--- src/rtl/fp_int_converter_if.sv ---
// Valid/ready bundle for fp_int_converter.
// Ports: in_valid/in_ready/op/in_data request side,
//        out_valid/out_ready/out_data/out_flags result side.
interface fp_int_converter_if;
  logic        in_valid;
  logic        in_ready;
  logic        op;
  logic [31:0] in_data;
  logic        out_valid;
  logic        out_ready;
  logic [31:0] out_data;
  logic [2:0]  out_flags;

  modport master (
    output in_valid, op, in_data, out_ready,
    input  in_ready, out_valid, out_data, out_flags
  );

  modport slave (
    input  in_valid, op, in_data, out_ready,
    output in_ready, out_valid, out_data, out_flags
  );
endinterface

--- src/rtl/fp_int_converter.sv ---
// int32 <-> IEEE754 single converter, truncating.
// Ports: clk, rst (sync, active high), bus (slave).
module fp_int_converter (
  input  logic            clk,
  input  logic            rst,
  fp_int_converter_if.slave bus
);

  typedef enum logic [2:0] {
    IDLE, UNPACK, SHIFT, PACK, DONE
  } state_t;

  state_t      state_q, state_d;
  logic        op_q, op_d;
  logic [31:0] x_q, x_d;
  logic [31:0] m_q, m_d;
  logic [7:0]  e_q, e_d;
  logic        s_q, s_d;
  logic [5:0]  cnt_q, cnt_d;
  logic        left_q, left_d;
  logic        spec_q, spec_d;
  logic [2:0]  sfl_q, sfl_d;
  logic        out_valid_q, out_valid_d;
  logic [31:0] out_data_q, out_data_d;
  logic [2:0]  out_flags_q, out_flags_d;

  logic        accept;
  logic        deliver;
  logic [31:0] mag;
  logic [7:0]  ex_m;
  logic [31:0] unp_m;
  logic [7:0]  unp_e;
  logic [5:0]  unp_n;
  logic        unp_left;
  logic        unp_spec;
  logic [2:0]  unp_fl;

  function automatic logic [5:0] lzc(
    input logic [31:0] v
  );
    logic [5:0] n;
    n = 6'd0;
    for (int i = 0; i < 32; i++)
      if (v[i]) n = 6'(31 - i);
    return n;
  endfunction

  assign accept  = bus.in_valid & bus.in_ready;
  assign deliver = out_valid_q & bus.out_ready;

  assign bus.out_valid = out_valid_q;
  assign bus.out_data  = out_data_q;
  assign bus.out_flags = out_flags_q;

  // State register and datapath flops.
  always_ff @(posedge clk) begin
    if (rst) begin
      state_q     <= IDLE;
      op_q        <= 1'b0;
      x_q         <= '0;
      m_q         <= '0;
      e_q         <= '0;
      s_q         <= 1'b0;
      cnt_q       <= '0;
      left_q      <= 1'b0;
      spec_q      <= 1'b0;
      sfl_q       <= '0;
      out_valid_q <= 1'b0;
      out_data_q  <= '0;
      out_flags_q <= '0;
    end else begin
      state_q     <= state_d;
      op_q        <= op_d;
      x_q         <= x_d;
      m_q         <= m_d;
      e_q         <= e_d;
      s_q         <= s_d;
      cnt_q       <= cnt_d;
      left_q      <= left_d;
      spec_q      <= spec_d;
      sfl_q       <= sfl_d;
      out_valid_q <= out_valid_d;
      out_data_q  <= out_data_d;
      out_flags_q <= out_flags_d;
    end
  end

  // Operand decode, evaluated from the captured word.
  // The special-case chain is ordered: 0xCF000000 must
  // win over the generic exp >= 158 saturation.
  always_comb begin
    mag      = x_q[31] ? (~x_q + 32'd1) : x_q;
    ex_m     = x_q[30:23] - 8'd127;
    unp_m    = '0;
    unp_e    = '0;
    unp_n    = '0;
    unp_left = 1'b1;
    unp_spec = 1'b0;
    unp_fl   = '0;
    if (!op_q) begin
      unp_m = mag;
      unp_e = 8'd158;
      unp_n = lzc(mag);
    end else if (x_q[30:23] == 8'hFF &&
                 x_q[22:0] != 23'd0) begin
      unp_spec = 1'b1;
      unp_m    = 32'h7FFF_FFFF;
      unp_fl   = 3'b100;
    end else if (x_q == 32'hCF00_0000) begin
      unp_spec = 1'b1;
      unp_m    = 32'h8000_0000;
    end else if (x_q[30:23] >= 8'd158) begin
      unp_spec = 1'b1;
      unp_m    = x_q[31] ? 32'h8000_0000
                         : 32'h7FFF_FFFF;
      unp_fl   = 3'b010;
    end else if (x_q[30:23] < 8'd127) begin
      unp_spec = 1'b1;
      unp_fl   = {2'b00, |x_q[30:0]};
    end else begin
      unp_m = {8'd0, 1'b1, x_q[22:0]};
      if (ex_m >= 8'd23) begin
        unp_n = 6'(ex_m - 8'd23);
      end else begin
        unp_left = 1'b0;
        unp_n    = 6'(8'd23 - ex_m);
      end
    end
  end

  // Next-state logic.
  always_comb begin
    state_d = state_q;
    unique case (state_q)
      IDLE:
        if (accept) state_d = UNPACK;
      UNPACK:
        state_d = (unp_n == 6'd0) ? PACK : SHIFT;
      SHIFT:
        if (cnt_q == 6'd1) state_d = PACK;
      PACK:
        state_d = DONE;
      DONE:
        if (deliver) state_d = IDLE;
      default:
        state_d = IDLE;
    endcase
  end

  // Outputs and datapath updates.
  always_comb begin
    bus.in_ready = (state_q == IDLE) & ~rst;
    // Result flops load in PACK; valid follows
    // one cycle later and drops on the handshake.
    out_valid_d  = (state_q == DONE) & ~deliver;
    op_d         = op_q;
    x_d          = x_q;
    m_d          = m_q;
    e_d          = e_q;
    s_d          = s_q;
    cnt_d        = cnt_q;
    left_d       = left_q;
    spec_d       = spec_q;
    sfl_d        = sfl_q;
    out_data_d   = out_data_q;
    out_flags_d  = out_flags_q;
    unique case (state_q)
      IDLE: begin
        if (accept) begin
          op_d = bus.op;
          x_d  = bus.in_data;
        end
      end
      UNPACK: begin
        m_d    = unp_m;
        e_d    = unp_e;
        s_d    = 1'b0;
        cnt_d  = unp_n;
        left_d = unp_left;
        spec_d = unp_spec;
        sfl_d  = unp_fl;
      end
      SHIFT: begin
        cnt_d = cnt_q - 6'd1;
        if (left_q) begin
          m_d = m_q << 1;
          if (!op_q) e_d = e_q - 8'd1;
        end else begin
          // Bits falling off the right are sticky.
          m_d = m_q >> 1;
          s_d = s_q | m_q[0];
        end
      end
      PACK: begin
        if (!op_q) begin
          if (m_q == 32'd0) begin
            out_data_d  = '0;
            out_flags_d = '0;
          end else begin
            out_data_d  = {x_q[31], e_q, m_q[30:8]};
            out_flags_d = {2'b00, |m_q[7:0]};
          end
        end else if (spec_q) begin
          out_data_d  = m_q;
          out_flags_d = sfl_q;
        end else begin
          out_data_d  = x_q[31] ? (~m_q + 32'd1) : m_q;
          out_flags_d = {2'b00, s_q};
        end
      end
      DONE: begin
      end
      default: begin
      end
    endcase
  end

endmodule

--- src/flat_wrapper.sv ---
// flat-port wrapper written by rule: the top's interface ports become plain ports
module fp_int_converter_flat 
  (clk, rst, bus_in_valid, bus_op, bus_in_data, bus_out_ready, bus_in_ready, bus_out_valid, bus_out_data, bus_out_flags);
  fp_int_converter_if bus_i ();
  input  logic clk;
  input  logic rst;
  input wire logic [$bits(bus_i.in_valid)-1:0] bus_in_valid;
  input wire logic [$bits(bus_i.op)-1:0] bus_op;
  input wire logic [$bits(bus_i.in_data)-1:0] bus_in_data;
  input wire logic [$bits(bus_i.out_ready)-1:0] bus_out_ready;
  output wire logic [$bits(bus_i.in_ready)-1:0] bus_in_ready;
  output wire logic [$bits(bus_i.out_valid)-1:0] bus_out_valid;
  output wire logic [$bits(bus_i.out_data)-1:0] bus_out_data;
  output wire logic [$bits(bus_i.out_flags)-1:0] bus_out_flags;
  assign bus_i.in_valid = bus_in_valid;
  assign bus_i.op = bus_op;
  assign bus_i.in_data = bus_in_data;
  assign bus_i.out_ready = bus_out_ready;
  assign bus_in_ready = bus_i.in_ready;
  assign bus_out_valid = bus_i.out_valid;
  assign bus_out_data = bus_i.out_data;
  assign bus_out_flags = bus_i.out_flags;
  fp_int_converter u_core (.clk(clk), .rst(rst), .bus(bus_i));
endmodule
--- config.mk ---
export PLATFORM = sky130hd
export DESIGN_NAME = fp_int_converter_flat
export DESIGN_NICKNAME = d
export VERILOG_FILES = /design/src/rtl/fp_int_converter_if.sv /design/src/rtl/fp_int_converter.sv /design/src/flat_wrapper.sv
export SDC_FILE = /design/constraint.sdc
export NUM_CORES = 1
export LEC_CHECK = 0
export ABC_CLOCK_PERIOD_IN_PS = 3110
export CAP_MARGIN = 20
export CORE_ASPECT_RATIO = 0.8
export CORE_MARGIN = 3
export CORE_UTILIZATION = 45
export CTS_CLUSTER_DIAMETER = 120
export DETAILED_ROUTE_END_ITERATION = 10
export PLACE_DENSITY = 0.67
export SYNTH_ARGS = -nofsm -noshare
export SYNTH_HDL_FRONTEND = slang
export SYNTH_SLANG_ARGS = --single-unit
--- constraint.sdc ---
create_clock -name clk -period 3.11 [get_ports clk]
set_input_delay 0.311 -clock clk [delete_from_list [all_inputs] [get_ports clk]]
set_output_delay 0.311 -clock clk [all_outputs]
set_load 0.01 [all_outputs]
==> impl_results.md <==
- Run status: finished, final reports clean
- Max transition margin: ~35%
- Fin cells: between 1500 and 2000
- CTS root buffer: clkbuf_16
- Synth Flop Type: dfxtp_1
- Final Hold Viols: 0
- Peak VDD IR: about 0.0005 V
- RSZ-0062 raised after global routing: yes
- Crit path DAT: 3430 ps
- Via count: 9597
- Max Cap Violations: 0
- Synth Register Bits: between 100 and 150
- Logic pwr share: a little under three fifths
- Vias per inst: 6.132
- Routed WL per cell: 18.34 um
- Crit path buf inv count: 1
- Hold WC Path Type: in -> reg
- FMAX: ~0.32 GHz
- CTS sink count: approximately 120
- Top Ports: 74
- Grt ovf: 0
- Drt first pass iters: 5
- Die Footprint: about 0.021 mm2
- Worst-Margin Slew: ~980 ps
- Area grow syn2layout: 27.16%
- Initial antenna violation count: 0
- FFs w/ async S/R, synth: 0%
- Number of global-route vias before repair: 8602
- Synth top cells by count: nand2_1, nor2_1, dfxtp_1, a21oi_1, clkbuf_1
- Flop pwr share: between 20% and 30%
- Clk buf depth: 2
- CTS tree: done
- Final net count: 1343
- Max Slew Vio Count: 0
- Post-synthesis cell type count: 78
- CTS Buf Count: 17
- Clock Skew: between 10 and 15 ps
- Gpl congestion: a little over 0.9
- Core Footprint: ~0.019 mm2
- Delay-heaviest family, CP: simple AND/OR/NAND/NOR gates
- Post-Syn Instances: approximately 1200
- Initial Util: roughly 46%
- LEAKAGE: between 4 and 5 nW
- Post-synth top area share: ~28%
- # diodes: 0
- Reg area: between 0.002 and 0.0025 mm2
- Die Wd: 162.3 um
- CP startpoint kind: flip-flop
- Post-route DRC: 0
- Pwr/cell area: approximately 1000 mW/mm2
- # fillers: around 1800
- CP peak stage delay: between 500 and 600 ps
- Synth Area per Inst: between 7 and 8 um2
- CP Capture Type: flip-flop
- Detailed router's first-iteration violation count: between 1000 and 1500
- CP max FO: 8
- Total GRT Usage: a little over a quarter
- CTS hold repair buffers: 0
- Critical path, cell by cell: inv_4 > ha_4 > or4b_4 > o41ai_4 > a211oi_2 > a21oi_1 > nand4_1 > o211ai_2 > o32ai_1 > or4_1 > o31ai_2
- Clock network power share: a little under 20%
- Largest net degree at the start of global routing: 87
- Number of placement rows: 45
- Post-route ant nets: 0
- Post-synth design cell area: 0.008798 mm2
- Chip Height: 131.1 um
- Clock transition at path regs: about 60 ps
- Register area share after synthesis: between 20% and 30%
- Final Cycle Share: 99.08%
- Area of the multi-input gates: approximately 0.006 mm2
- EDFF count, synth: 0
- Total Wirelength: approximately 29 mm
- Worst-skew pair later-pin latency: 430 ps
- Sw Pwr: 5.221 mW
- Post-Syn Nets: 1254
- Slowest-stage cell, CP: or4b_4
- Post-Place Cells: 1529
- Global-route wire length before repair: ~45 mm
- Htree depth: 4
- Net Sw Frac: a little under half
- Synth area leader: dfxtp_1
- Synth top area cells: dfxtp_1, a21oi_1, nand2_1
- Final core utilization: 58.62%
- Setup CP Type: reg -> reg
- DP HPWL: ~20 mm
- Critical Path RT: between 3000 and 4000 ps
- Layout cells sized above 1: a little under a fifth
- Final setup vio count: 0
- Most frequent cell after synthesis: nand2_1
- Int Pwr: about 6.1 mW
- Crit path time final: approximately 3100 ps
- Yosys Warn Count: 0
- IO buf count: 73
-- stage by stage --
step / TNS, ps / cell area, um2 / power (mW) / worst slack (ps) / hold slack, ps
floorplan: 0 / 8859 / 6.557 / 10.43 / 410.0
CTS: 0 / 10950 / 10.89 / 13.06 / 409.2
global route: -276.7 / 11190 / 12.02 / -98.30 / 416.5
global placement: 0 / 10280 / 8.560 / 11.40 / 442.1
detailed placement: -81.99 / 10280 / 8.617 / -51.06 / 453.1
finish: 0 / 11190 / 11.31 / 28.49 / 403.8
-- layer usage --
layer | track usage [%] | wire length, um | up-vias
met5 | 0 | 0 | -
met4 | 7.021 | 408 | 0
met3 | 4.868 | 2007 | 41
met2 | 41.05 | 12970 | 364
met1 | 37.62 | 13320 | 4626
li1 | - | - | 4566
-- flip-flops by register name (all words and copies together) (netlist names), 3 cells and up --
| name | count |
|---|---|
| u_core.bus.out_flags | 3 |
| u_core.sfl_q | 3 |
| u_core.state_q | 3 |
| u_core.e_q | 8 |
| u_core.cnt_q | 6 |
| u_core.x_q | 32 |
| u_core.bus.out_data | 32 |
| u_core.m_q | 32 |
-- worst paths after layout --
check             cells after the start                 endpoint                    start  slack [ps]
setup / recovery                     11        u_core.state_q[0]            u_core.x_q[1]          30
hold / removal                        3           u_core.x_q[19]          bus_in_data[19]         400
setup reg to reg                     11        u_core.state_q[0]            u_core.x_q[1]          30
hold reg to reg                       2  u_core.bus.out_data[30]  u_core.bus.out_data[30]         460
-- logic make-up after synthesis --
kind of cell	after synthesis	share of synthesized area, %
AND/OR/NAND/NOR	481	26.38
AO/OA/AOI/OAI	338	26.22
buffers and inverters	146	6.513
flip-flops	124	28.21
XOR/XNOR	66	6.570
multiplexers	38	4.394
adder cells (fa/ha/maj)	12	1.706
-- what timing repair did --
action,in CTS,in global routing
setup buffers,1,3
gates resized for setup,4,45
pin swaps,1,7
setup endpoints to repair,3,13
-- layout make-up --
type	instances	share of cell area, %
flip-flops and latches	124	22.27
multi-input cells	935	53.74
inverters	23	0.8164
well taps	258	2.885
clock buffers	17	3.802
clock inverters	15	1.890
repair buffers	193	14.61
-- cells in the final DEF, fill, tap and decap left out, drive strengths merged, types with 12 or more instances in the layout --
cell and n:
clkbuf 17, a211oi 42, nor4 15, nand3 49, buf 121, nand4 15
nand2 136, a21oi 103, mux2i 33, inv 26, xor2 29, o21ai 46
clkdlybuf4s50 72, o22ai 17, xnor2 37, a221oi 14, or3 18, o31ai 18
nor3 57, ha 12, nor2 132, dfxtp 124
-- tightest hold or removal path, stage by stage --
cell and delay, ps:
clkdlybuf4s50_1 390, nand2_1 50, nand2_1 40
-- power groups by stage --
| stage | combinational [mW] | sequential [mW] | clock (mW) |
|---|---|---|---|
| floorplan | 4.20 | 2.35 | 0 |
| global placement | 5.87 | 2.69 | 0 |
| detailed placement | 5.92 | 2.70 | 0 |
| CTS | 6.02 | 2.67 | 2.20 |
| global route | 6.97 | 2.78 | 2.28 |
| finish | 6.41 | 2.71 | 2.19 |
Note: power is estimated with default switching activity, not from simulation.
